**src/rtl/csr_dec_hls_deadlock_reporter.sv**
```systemverilog
// csr_dec_hls_deadlock_reporter: qualifies persistent monitor blocking and reports it once over valid/ready.
module csr_dec_hls_deadlock_reporter #(
   parameter int NUM_MON   = 4,
   parameter int THRESHOLD = 1024,
   parameter int CNT_W     = 16,
   parameter int EVT_W     = 8
) (
   input  logic               clock,
   input  logic               reset,
   input  logic [NUM_MON-1:0] block_in,
   input  logic               clear,
   output logic               report_valid,
   input  logic               report_ready,
   output logic [NUM_MON-1:0] report_mask,
   output logic [CNT_W-1:0]   report_cycles,
   output logic               deadlock_flag,
   output logic [EVT_W-1:0]   event_count,
   output logic               busy
);
   if (THRESHOLD < 1 || longint'(THRESHOLD) >= (longint'(1) << CNT_W)) begin : g_bad_threshold
      $error("THRESHOLD must lie in 1..2^CNT_W-1");
   end
   typedef enum logic [1:0] {IDLE, WATCH, REPORT, LATCHED} state_t;
   localparam logic [CNT_W-1:0] THR    = CNT_W'(THRESHOLD);
   localparam logic [CNT_W-1:0] THR_M1 = CNT_W'(THRESHOLD - 1);
   state_t             state;
   logic [CNT_W-1:0]   cnt;
   logic [NUM_MON-1:0] mask;
   logic               any_blk;
   assign any_blk = |block_in;
   assign busy    = state != IDLE;
   // cnt and mask are zero whenever IDLE, so IDLE and WATCH share one window update
   always_ff @(posedge clock) begin
      if (reset) begin
         state         <= IDLE;
         cnt           <= '0;
         mask          <= '0;
         report_valid  <= 1'b0;
         report_mask   <= '0;
         report_cycles <= '0;
         deadlock_flag <= 1'b0;
         event_count   <= '0;
      end else if (clear) begin
         state         <= IDLE;
         cnt           <= '0;
         mask          <= '0;
         report_valid  <= 1'b0;
         deadlock_flag <= 1'b0;
      end else begin
         case (state)
            IDLE, WATCH: begin
               if (!any_blk) begin
                  state <= IDLE;
                  cnt   <= '0;
                  mask  <= '0;
               end else begin
                  cnt  <= cnt + CNT_W'(1);
                  mask <= mask | block_in;
                  if (cnt == THR_M1) begin
                     state         <= REPORT;
                     report_valid  <= 1'b1;
                     report_mask   <= mask | block_in;
                     report_cycles <= THR;
                  end else begin
                     state <= WATCH;
                  end
               end
            end
            REPORT: begin
               if (report_valid && report_ready) begin
                  state         <= LATCHED;
                  report_valid  <= 1'b0;
                  deadlock_flag <= 1'b1;
                  if (event_count != '1) event_count <= event_count + EVT_W'(1);
               end
            end
            default: ;
         endcase
      end
   end
endmodule

```
**config.mk**
```make
export PLATFORM = sky130hd
export DESIGN_NAME = csr_dec_hls_deadlock_reporter
export DESIGN_NICKNAME = d
export VERILOG_FILES = /design/src/rtl/csr_dec_hls_deadlock_reporter.sv
export SDC_FILE = /design/constraint.sdc
export NUM_CORES = 1
export LEC_CHECK = 0
export BUFFER_PORTS_ARGS = -buffer_cell sky130_fd_sc_hd__buf_2
export CAP_MARGIN = 10
export CORE_MARGIN = 10
export CORE_UTILIZATION = 40
export CTS_CLUSTER_SIZE = 20
export DETAILED_ROUTE_END_ITERATION = 10
export PLACE_DENSITY = 0.73
export SYNTH_ARGS = -nofsm -noshare
export SYNTH_HDL_FRONTEND = slang
export SYNTH_SLANG_ARGS = --single-unit
```
**constraint.sdc**
```tcl
create_clock -name clock -period 4 [get_ports clock]
set_input_delay 0.4 -clock clock [delete_from_list [all_inputs] [get_ports clock]]
set_output_delay 0.4 -clock clock [all_outputs]
set_load 0.02 [all_outputs]
```
==> out/metrics.cfg, run 1 <==
[run_status]
status=finished, final reports clean

[finish]
multi_input_area_sq_um=944.7
syn2layout_area_growth_pct=10.11
nets=228
fin_cells=271
n_antenna_cell=0
fillCellCount=444
drive_above_1_share_pct=20.55
seq_area_sq_um=740.7

[clock_network]
cts_tree=yes
clockRootBuffer=clkbuf_8
postCtsResizedCells=0
insertion_delay_ns=0.29
cts_buffers=5
cts_buffer_depth=2
cts_htree_levels=2
cts_sinks=37
post_cts_buffers=0
postCtsHoldBufs=0
clk_pin_slew_ns=0.07

[global_route]
grt_pass1_wl_mm=6.065
grt_antenna_before_repair=0
grt_pass1_vias=1302
overflow=0
grt_usage_pct=9.931
grt_max_degree=22

[flow_run]
maxCapViolCount=0

[power]
p_sw_share_pct=24.83
irDropWorstVdd_mv=0.1257
power_switching_w=0.0001652
p_comb_share_pct=5.7
p_total_w=0.0006655
power_leakage_nw=0.7826
power_frac_seq_pct=56.2
clkPwrFrac_pct=38.1
power_density_nw_per_um2=339.0
p_int_w=0.0005002

[setup_path]
worstPathRequired_ns=4.19
r2r_start=event_count[0]$_SDFFE_PP0P_
ff2ff_path_depth=5
reg2reg_slack_ns=2.11
arrival_ns=2.08
critical_path_class=register to register
startpoint_type=register
crit-reg2reg-capture=event_count[5]$_SDFFE_PP0P_
crit_path_end_kind=register
path_max_fanout=5

[sta]
period_needed_ns=1.895
fmaxAchievable_ghz=0.5278
setup_viol=0
hold_viol_final=0
slew_headroom_pct=57.99
timing.final.crit_share_pct=47.36
drv_slew=0
fin_worst_skew_ns=0.006423
fin_tns_setup_ns=0
tightest_slew_ns=0.6301
rsz0062_at_grt=false

[floorplanning]
coreArea_sq_um=4324
io_pins=39
num_rows=24
initial_core_util_pct=41.23
dieHeight_um=86.77
die_w_um=86.77
die_area_sq_um=7528

[drt]
wire_per_inst_um=13.35
viasPerCell=5.030
drt-initial-drc-count=89
drt-pass1-iter-count=3
drc_errors=0
ant_nets=0
finalWirelength_mm=3.617
vias=1363

[synthesis]
synth_flop_cell=dfxtp_1
synth_area_leaders=dfxtp_1 42%, buf_4 6.7%, nor2_1 6.7%
synthArstFlopShare_pct=0
synth.avg_cell_area_sq_um=9.143
ys_seq_area_share_pct=41.54
synth_edf_count=0
ys_types=47
synth_top_area_share_pct=41.54
yosysMostFrequentCell=dfxtp_1
yosysWarnings=0
ys_ff_latch=37
synth_common_cells=37 x dfxtp_1, 32 x nor2_1, 16 x buf_4
synth_top_area_cell=dfxtp_1
postSynthCellCount=195
synth_area_sq_um=1783

[worst_hold_path]
hold_path_end=mask[2]$_SDFFE_PP0N_
hold_path_depth=3
min_from=block_in[2]
hp-class=input port to register

[placement]
numPortBuffers=23
hpwl_mm=2.620
routabilityCongestion=0.7681
placed_cells=263

[worst max path at each step]
stage | startpoint | endpoint | cells after the start
2_1_floorplan | event_count[0]$_SDFFE_PP0P_ | event_count[5]$_SDFFE_PP0P_ | 5
3_3_place_gp | event_count[0]$_SDFFE_PP0P_ | event_count[5]$_SDFFE_PP0P_ | 5
3_5_place_dp | block_in[0] | state[0]$_SDFFE_PP0P_ | 4
4_1_cts | event_count[0]$_SDFFE_PP0P_ | event_count[5]$_SDFFE_PP0P_ | 5
5_1_grt | event_count[0]$_SDFFE_PP0P_ | event_count[5]$_SDFFE_PP0P_ | 5
6_report | event_count[0]$_SDFFE_PP0P_ | event_count[5]$_SDFFE_PP0P_ | 5
[critical path: stages (launching register included)]
cell and delay, ns:
dfxtp_1 0.36, ha_1 0.27, and3_1 0.25, a2111oi_2 0.45
nand3_1 0.14, mux2_1 0.32
[cells by family (layout without fill, tap and decap cells)]
| family | after synthesis | count (layout) | synth area share [%] |
|---|---|---|---|
| and+or+nand+nor | 81 | 81 | 25.97 |
| DFF | 37 | 37 | 41.54 |
| AOI/OAI and AO/OA | 31 | 31 | 12.84 |
| buffers and inverters | 24 | 34 | 8.421 |
| xor gates and xnor gates | 16 | 16 | 7.859 |
| muxes | 3 | 3 | 1.754 |
| adders and majority gates | 2 | 2 | 1.403 |
| other | 1 | 15 | 0.2103 |
[power by group through the flow]
stage,sequential (W),clock [W],combinational (W)
after floorplan,0.000382,0,0.0000407
after global routing,0.000374,0.000274,0.0000423
after CTS,0.000374,0.000262,0.0000378
after global placement,0.000382,0,0.0000373
final,0.000374,0.000254,0.0000379
after detailed placement,0.000382,0,0.0000378
[registers in the layout, indices dropped and copies added, names as in the netlist]
name	count
report_valid	1
report_cycles	1
cnt	16
state	2
deadlock_flag	1
event_count	8
report_mask	4
mask	4
[metrics by stage]
stage                     setup slack (ns)  hold slack [ns]  util (%)  instance area [sq um]
after floorplan                      2.121           0.4374         -                   1836
after global placement               2.095           0.4435     43.40                   1877
after detailed placement             2.067           0.4524     43.40                   1877
after CTS                            2.091           0.3665     45.40                   1963
after global routing                 1.993           0.3887     45.40                   1963
final                                2.105           0.3711     45.40                   1963
[cells in the final DEF (no fill, tap or decap), types with 3 or more instances in the layout]
cell type | netlist | layout
a211oi_2 | 5 | 5
a21oi_1 | 13 | 13
buf_2 | 0 | 23
clkbuf_8 | 0 | 5
conb_1 | 1 | 15
dfxtp_1 | 37 | 37
nand2_1 | 6 | 6
nand3_1 | 8 | 8
nand4_1 | 4 | 4
nor2_1 | 32 | 32
nor3_1 | 5 | 5
nor4_1 | 4 | 4
o21ai_0 | 3 | 3
or3_1 | 3 | 3
xnor2_1 | 10 | 10
xor2_1 | 6 | 6
[per-layer routing]
layer	share of wire (%)	routed length, um	global-route usage [%]	vias up
li1	-	-	-	702
met1	46	1680	11.60	624
met2	43	1573	15.10	32
met3	8.7	316	4.972	5
met4	1.3	46	3.976	0
met5	0	0	0	-
[final cells by class]
class	instances	share of cell area (%)
Sequential cell	37	37.73
Timing Repair Buffer	23	5.864
Multi-Input combinational cell	148	48.12
Tap cell	52	3.314
Inverter	3	0.5736
Clock buffer	5	3.505
Clock inverter	3	0.8923
Note: power is estimated with default switching activity, not from simulation.
==> run 2: changes to the inputs <==
Settings changed: PLACE_DENSITY 0.73 to 0.75.
Clock period 4 ns to 1.5 ns, I/O delays scaled along.
==> run 2 against run 1 <==
  * The run now ends with setup timing left
  * Clock power grew to 2.7 times the previous value
  * First-iteration DRC count increased by 12%
  * Maximum frequency rose by 18%
  * Die area unchanged
  * Cell area increased by 22%
  * Global-route usage increased by 1.6 points
  * Combinational power increased to 3.4 times the previous value
  * Register-to-register slack worse by 2.2 ns
  * Core utilization up 10 points
  * Non-clock buffer count rose by 36
  * Critical path depth did not move
  * Worst setup slack got worse by 2.2 ns
  * Critical path type unchanged
  * Largest cell class unchanged
  * Largest power group unchanged
==> out/metrics.cfg, run 2 (same netlist as run 1, synthesis figures left out) <==
[floorplanning]
io_pins=39  ; unchanged
initial_core_util_pct=41.23  ; unchanged
num_rows=24  ; unchanged
die_w_um=86.77  ; unchanged
die_area_sq_um=7528  ; unchanged
dieHeight_um=86.77  ; unchanged
coreArea_sq_um=4324  ; unchanged

[setup_path]
arrival_ns=1.78  ; -0.30 ns
startpoint_type=register
critical_path_class=register to register
ff2ff_path_depth=5  ; unchanged
reg2reg_slack_ns=-0.10  ; -2.21 ns
crit_family=flip-flops
worst_path_max_delay_cell=dfxtp_4
r2r_start=event_count[1]$_SDFFE_PP0P_
path_max_fanout=4  ; -1
crit_buf_inv=0  ; unchanged
cpPeakStageDelay_ns=0.35  ; -0.10 ns
crit-reg2reg-capture=event_count[5]$_SDFFE_PP0P_
critPathLaunch=event_count[1]$_SDFFE_PP0P_
path_depth=5  ; unchanged
worstPathCellList=ha_4, and3_4, a2111oi_4, nand3_1, mux2_4
worstPathRequired_ns=1.68  ; -2.51 ns
crit_path_end_kind=register
critPathCapture=event_count[5]$_SDFFE_PP0P_

[worst_hold_path]
min_from=block_in[2]
hp-class=input port to register

[finish]
regMostFlops=cnt
fin_cells=306  ; +13%
final_cell_mix=33 x buf_4, 32 x nor2_1, 25 x dfxtp_1
largest_register_ffs=16  ; unchanged
drive_above_1_share_pct=41.34  ; +21 points
multi_input_area_sq_um=1060  ; +12%
seq_area_sq_um=760.7  ; +2.7%
fillCellCount=375  ; -16%
n_antenna_cell=0  ; unchanged
design_area_sq_um=2395  ; +22%
nets=264  ; +16%
reg_top3=cnt x16, event_count x8
final_util_pct=55.38  ; +10 points
layout.cells.most_common=buf_4
syn2layout_area_growth_pct=34.32

[placement]
numPortBuffers=23  ; unchanged
placed_cells=294  ; +12%
hpwl_mm=3.137  ; +20%
post_dp_cell_area_sq_um=2166  ; +15%
routabilityCongestion=0.8175  ; +6.4%
place_ws_ns=-0.1013  ; -2.168 ns

[drt]
viasPerCell=5.059  ; +0.58%
ant_nets=0  ; unchanged
drt-initial-drc-count=100  ; +12%
drc_errors=0  ; unchanged
finalWirelength_mm=4.334  ; +20%
vias=1548  ; +14%
wire_per_inst_um=14.16  ; +6.1%
drt-pass1-iter-count=4  ; +1

[power]
irDropWorstVdd_mv=0.3526  ; +180%
power_density_nw_per_um2=760.0  ; +120%
power_leakage_nw=0.9961  ; +27%
p_total_w=0.001820  ; +170%

[global_route]
grt_pass1_wl_mm=7.141  ; +18%
grt_max_degree=17  ; -23%
grt_pass1_vias=1540  ; +18%
grt_antenna_before_repair=0  ; unchanged
overflow=0  ; unchanged
grt_usage_pct=11.49  ; +1.6 points

[sta]
hold_viol_final=0  ; unchanged
drv_slew=0  ; unchanged
period_needed_ns=1.605  ; -0.2899 ns
timing.final.ws_setup_ns=-0.1046  ; -2.210 ns
setup_viol=8  ; +8
fin_worst_skew_ns=0.006525  ; +0.0001017 ns
timing.final.crit_share_pct=107.0  ; +60 points
fmaxAchievable_ghz=0.6232  ; +18%
rsz0062_at_grt=true

[clock_network]
clockRootBuffer=clkbuf_8
cts_buffer_depth=2  ; unchanged
cts_htree_levels=2  ; unchanged
insertion_delay_ns=0.29  ; about the same
clk_pin_slew_ns=0.07  ; about the same
cts_sinks=37  ; unchanged
cts_buffers=5  ; unchanged
cts_tree=yes

[run_status]
status=complete, but fails checks
violations=setup timing

[flow_run]
maxCapViolCount=0  ; unchanged

==> run 2: cell count changes in the layout (fill, tap and decap cells not counted), moves of 3 or more <==
cell / before / now
buf_4: 0 / 33
buf_6: 0 / 3
dfxtp_1: 37 / 25
dfxtp_2: 0 / 10
nor3_1: 5 / 2
==> run 2: layout make-up <==
cell class | count | share of cell area [%]
Multi-Input combinational cell | 148 | 44.25
Tap cell | 52 | 2.717
Timing Repair Buffer | 59 | 17.19
Clock buffer | 7 | 3.605
Inverter | 3 | 0.4702
Sequential cell | 37 | 31.77
==> run 2: per-layer routing <==
metal / vias up / track usage (%) / share of wire (%)
met5: - / 0 / 0
met4: 0 / 5.155 / 1.4
met3: 6 / 3.846 / 6.2
met2: 31 / 18.66 / 51
met1: 735 / 13.34 / 42
li1: 776 / - / -
==> run 2: metrics by stage <==
step / setup TNS (ns) / hold WS [ns]
finish: -0.4858 / 0.1264
global route: -1.293 / 0.1543
CTS: -0.3169 / 0.1254
detailed placement: -0.6436 / 0.4267
global placement: -0.2912 / 0.4115
floorplan: -0.1970 / 0.2917
==> run 2: timing repair <==
item                       in CTS  in global routing
gates resized for setup         6                 23
pin swaps                       4                 10
gates cloned                    0                  0
hold buffers                    0                  0
buffers inserted                3                  2
setup endpoints to repair      15                 17
==> run 2: how the worst min path moves through the flow <==
stage | endpoint | slack (ns) | depth (start not counted)
after global routing | mask[2]$_SDFFE_PP0N_ | 0.15 | 3
after CTS | mask[3]$_SDFFE_PP0N_ | 0.13 | 3
after detailed placement | mask[3]$_SDFFE_PP0N_ | 0.43 | 3
after global placement | mask[0]$_SDFFE_PP0N_ | 0.41 | 3
final | mask[2]$_SDFFE_PP0N_ | 0.13 | 3
after floorplan | mask[0]$_SDFFE_PP0N_ | 0.29 | 2
==> run 2: power by group <==
part | leakage (nW) | internal (W) | switching, W
logic | 0.646 | 0.0000392 | 0.0000874
registers | 0.306 | 0.000988 | 0.00000726
clock network | 0.0443 | 0.000364 | 0.000334
==> run 2: worst register-to-register path, stage by stage, from the launching register on <==
cell       delay, ns
dfxtp_4         0.35
ha_4            0.15
and3_4          0.20
a2111oi_4       0.34
nand3_1         0.14
mux2_4          0.31
==> run 3: changes to the inputs <==
--- a/config.mk
+++ b/config.mk
@@ -12,5 +12,5 @@
 export CTS_CLUSTER_SIZE = 20
 export DETAILED_ROUTE_END_ITERATION = 10
-export PLACE_DENSITY = 0.75
+export PLACE_DENSITY = 0.69
 export SYNTH_ARGS = -nofsm -noshare
 export SYNTH_HDL_FRONTEND = slang
==> constraint.sdc (replaced) <==
create_clock -name clock -period 1.5 [get_ports clock]
set_input_delay 0.075 -clock clock [delete_from_list [all_inputs] [get_ports clock]]
set_output_delay 0.075 -clock clock [all_outputs]
set_load 0.02 [all_outputs]
==> run 3 against run 2 <==
  * Clock-buffer cell count up 1
  * Non-clock buffer count rose by 6
  * The flow still finishes with violations (setup timing)
  * Sequential share of layout area is 1.1 points lower
  * Die area unchanged
  * Global-route usage decreased by 0.12 points
  * Clock power rose by 2%
  * Sequential power about the same
  * Clock skew rose by 0.0013 ns
  * Worst hold slack got worse by 0.087 ns
  * Total power increased by 0.31%
  * Worst setup slack worse by 0.028 ns
  * Routed wire length fell by 3.4%
==> out/metrics.cfg, run 3 (same netlist as run 1, synthesis figures left out) <==
[run_status]
status=complete, but fails checks
violations=setup timing

[sta]
hold_viol_final=0  ; unchanged
timing.final.ws_setup_ns=-0.1329  ; -0.02827 ns
period_needed_ns=1.633  ; +0.02827 ns
fmaxAchievable_ghz=0.6124  ; -1.7%
rsz0062_at_grt=true
drv_slew=0  ; unchanged
timing.final.crit_share_pct=108.9  ; +1.9 points
fin_worst_skew_ns=0.007780  ; +0.001255 ns
setup_viol=6  ; -2

[setup_path]
worstPathRequired_ns=1.67  ; about the same
arrival_ns=1.80  ; +0.02 ns
cpPeakStageDelay_ns=0.35  ; about the same
r2r_start=event_count[1]$_SDFFE_PP0P_
startpoint_type=register
worst_path_max_delay_cell=dfxtp_4
crit_path_end_kind=register
worstPathCellList=ha_4, and3_4, a2111oi_4, nand3_1, mux2_1
ff2ff_path_depth=5  ; unchanged
critical_path_class=register to register
path_max_fanout=3  ; -1
critPathLaunch=event_count[1]$_SDFFE_PP0P_

[worst_hold_path]
min_from=block_in[1]
hp-class=input port to register
hold_path_depth=3  ; unchanged

[power]
p_total_w=0.001826  ; +0.31%
power_leakage_nw=1.045  ; +4.9%
irDropWorstVdd_mv=0.3369  ; -4.5%
power_density_nw_per_um2=741.8  ; -2.4%

[drt]
viasPerCell=4.971  ; -1.7%
ant_nets=0  ; unchanged
wire_per_inst_um=13.38  ; -5.5%
drc_errors=0  ; unchanged
finalWirelength_mm=4.188  ; -3.4%
vias=1556  ; +0.52%
drt-pass1-iter-count=4  ; unchanged
drt-initial-drc-count=43  ; -57%

[clock_network]
clk_pin_slew_ns=0.07  ; about the same
clockRootBuffer=clkbuf_8
cts_tree=yes
insertion_delay_ns=0.29  ; about the same
cts_sinks=37  ; unchanged
cts_htree_levels=2  ; unchanged
cts_buffers=5  ; unchanged
cts_buffer_depth=2  ; unchanged

[floorplanning]
die_w_um=86.77  ; unchanged
num_rows=24  ; unchanged
coreArea_sq_um=4324  ; unchanged
dieHeight_um=86.77  ; unchanged
initial_core_util_pct=41.23  ; unchanged
io_pins=39  ; unchanged
die_area_sq_um=7528  ; unchanged

[finish]
final_cell_mix=37 x buf_4, 32 x nor2_1, 29 x dfxtp_1
fillCellCount=386  ; +2.9%
n_antenna_cell=0  ; unchanged
seq_area_sq_um=755.7  ; -0.66%
reg_top3=cnt x16, event_count x8
syn2layout_area_growth_pct=38.04
nets=270  ; +2.3%
final_util_pct=56.92  ; +1.5 points
layout.cells.most_common=buf_4
regMostFlops=cnt
drive_above_1_share_pct=42.15  ; +0.81 points
multi_input_area_sq_um=1081  ; +2.0%
largest_register_ffs=16  ; unchanged

[placement]
numPortBuffers=23  ; unchanged
routabilityCongestion=0.8331  ; +1.9%
hpwl_mm=3.126  ; -0.35%

[global_route]
grt_pass1_vias=1538  ; -0.13%
grt_usage_pct=11.37  ; -0.12 points
overflow=0  ; unchanged
grt_antenna_before_repair=0  ; unchanged
grt_max_degree=21  ; +4
grt_pass1_wl_mm=6.900  ; -3.4%

[flow_run]
maxCapViolCount=0  ; unchanged

[run 3: path summary, 6_finish.rpt]
| kind | slack [ns] | endpoint |
|---|---|---|
| worst max-delay path | -0.13 | event_count[5]$_SDFFE_PP0P_ |
| worst min-delay path | 0.04 | mask[1]$_SDFFE_PP0N_ |
| worst max register to register | -0.13 | event_count[5]$_SDFFE_PP0P_ |
| worst min register to register | 0.46 | deadlock_flag$_SDFFE_PP0P_ |
[run 3: final cells by class]
type                            count  area share, %
Clock buffer                        8          3.660
Inverter                            3         0.4575
Multi-Input combinational cell    148          43.92
Sequential cell                    37          30.71
Tap cell                           52          2.644
Timing Repair Buffer               65          18.61
[run 3: worst max-delay path: cells and delay by family (launching register included)]
| family | cells | cell delay [ns] |
|---|---|---|
| compound gates | 1 | 0.31 |
| fa+ha+maj | 1 | 0.15 |
| flops | 1 | 0.35 |
| mux | 1 | 0.34 |
| simple gates | 2 | 0.36 |
[run 3: power by group]
group | total, W | switching, W | internal, W
clock | 0.000713 | 0.000339 | 0.000375
combinational | 0.000119 | 0.0000852 | 0.0000334
sequential | 0.000994 | 0.00000561 | 0.000988
[run 3: routing by layer]
layer  share of wire [%]  track usage, %
met5                   0               0
met3                 6.3           3.752
met1                  44           12.40
met2                  47           18.19
met4                 2.7           7.953
[run 3: what timing repair did]
item / in CTS / in global routing
setup buffers: 0 / 6
cloned: 0 / 0
gates resized for setup: 3 / 23
pin swaps: 0 / 10
hold endpoints to repair: 0 / 0
hold buffers: 0 / 0
endpoints found under the setup margin: 9 / 19
[run 3: metrics by stage]
step,TNS (ns),instances,setup WS [ns],hold slack (ns),cell area [sq um]
after floorplan,-0.1970,209,-0.09200,0.2167,1879
after global placement,-0.2787,299,-0.1272,0.3356,2203
after detailed placement,-0.4070,299,-0.08453,0.3437,2203
after CTS,-0.4541,307,-0.08198,0.03796,2306
after global routing,-1.142,313,-0.1756,0.06340,2461
final,-0.3534,313,-0.1329,0.03930,2461
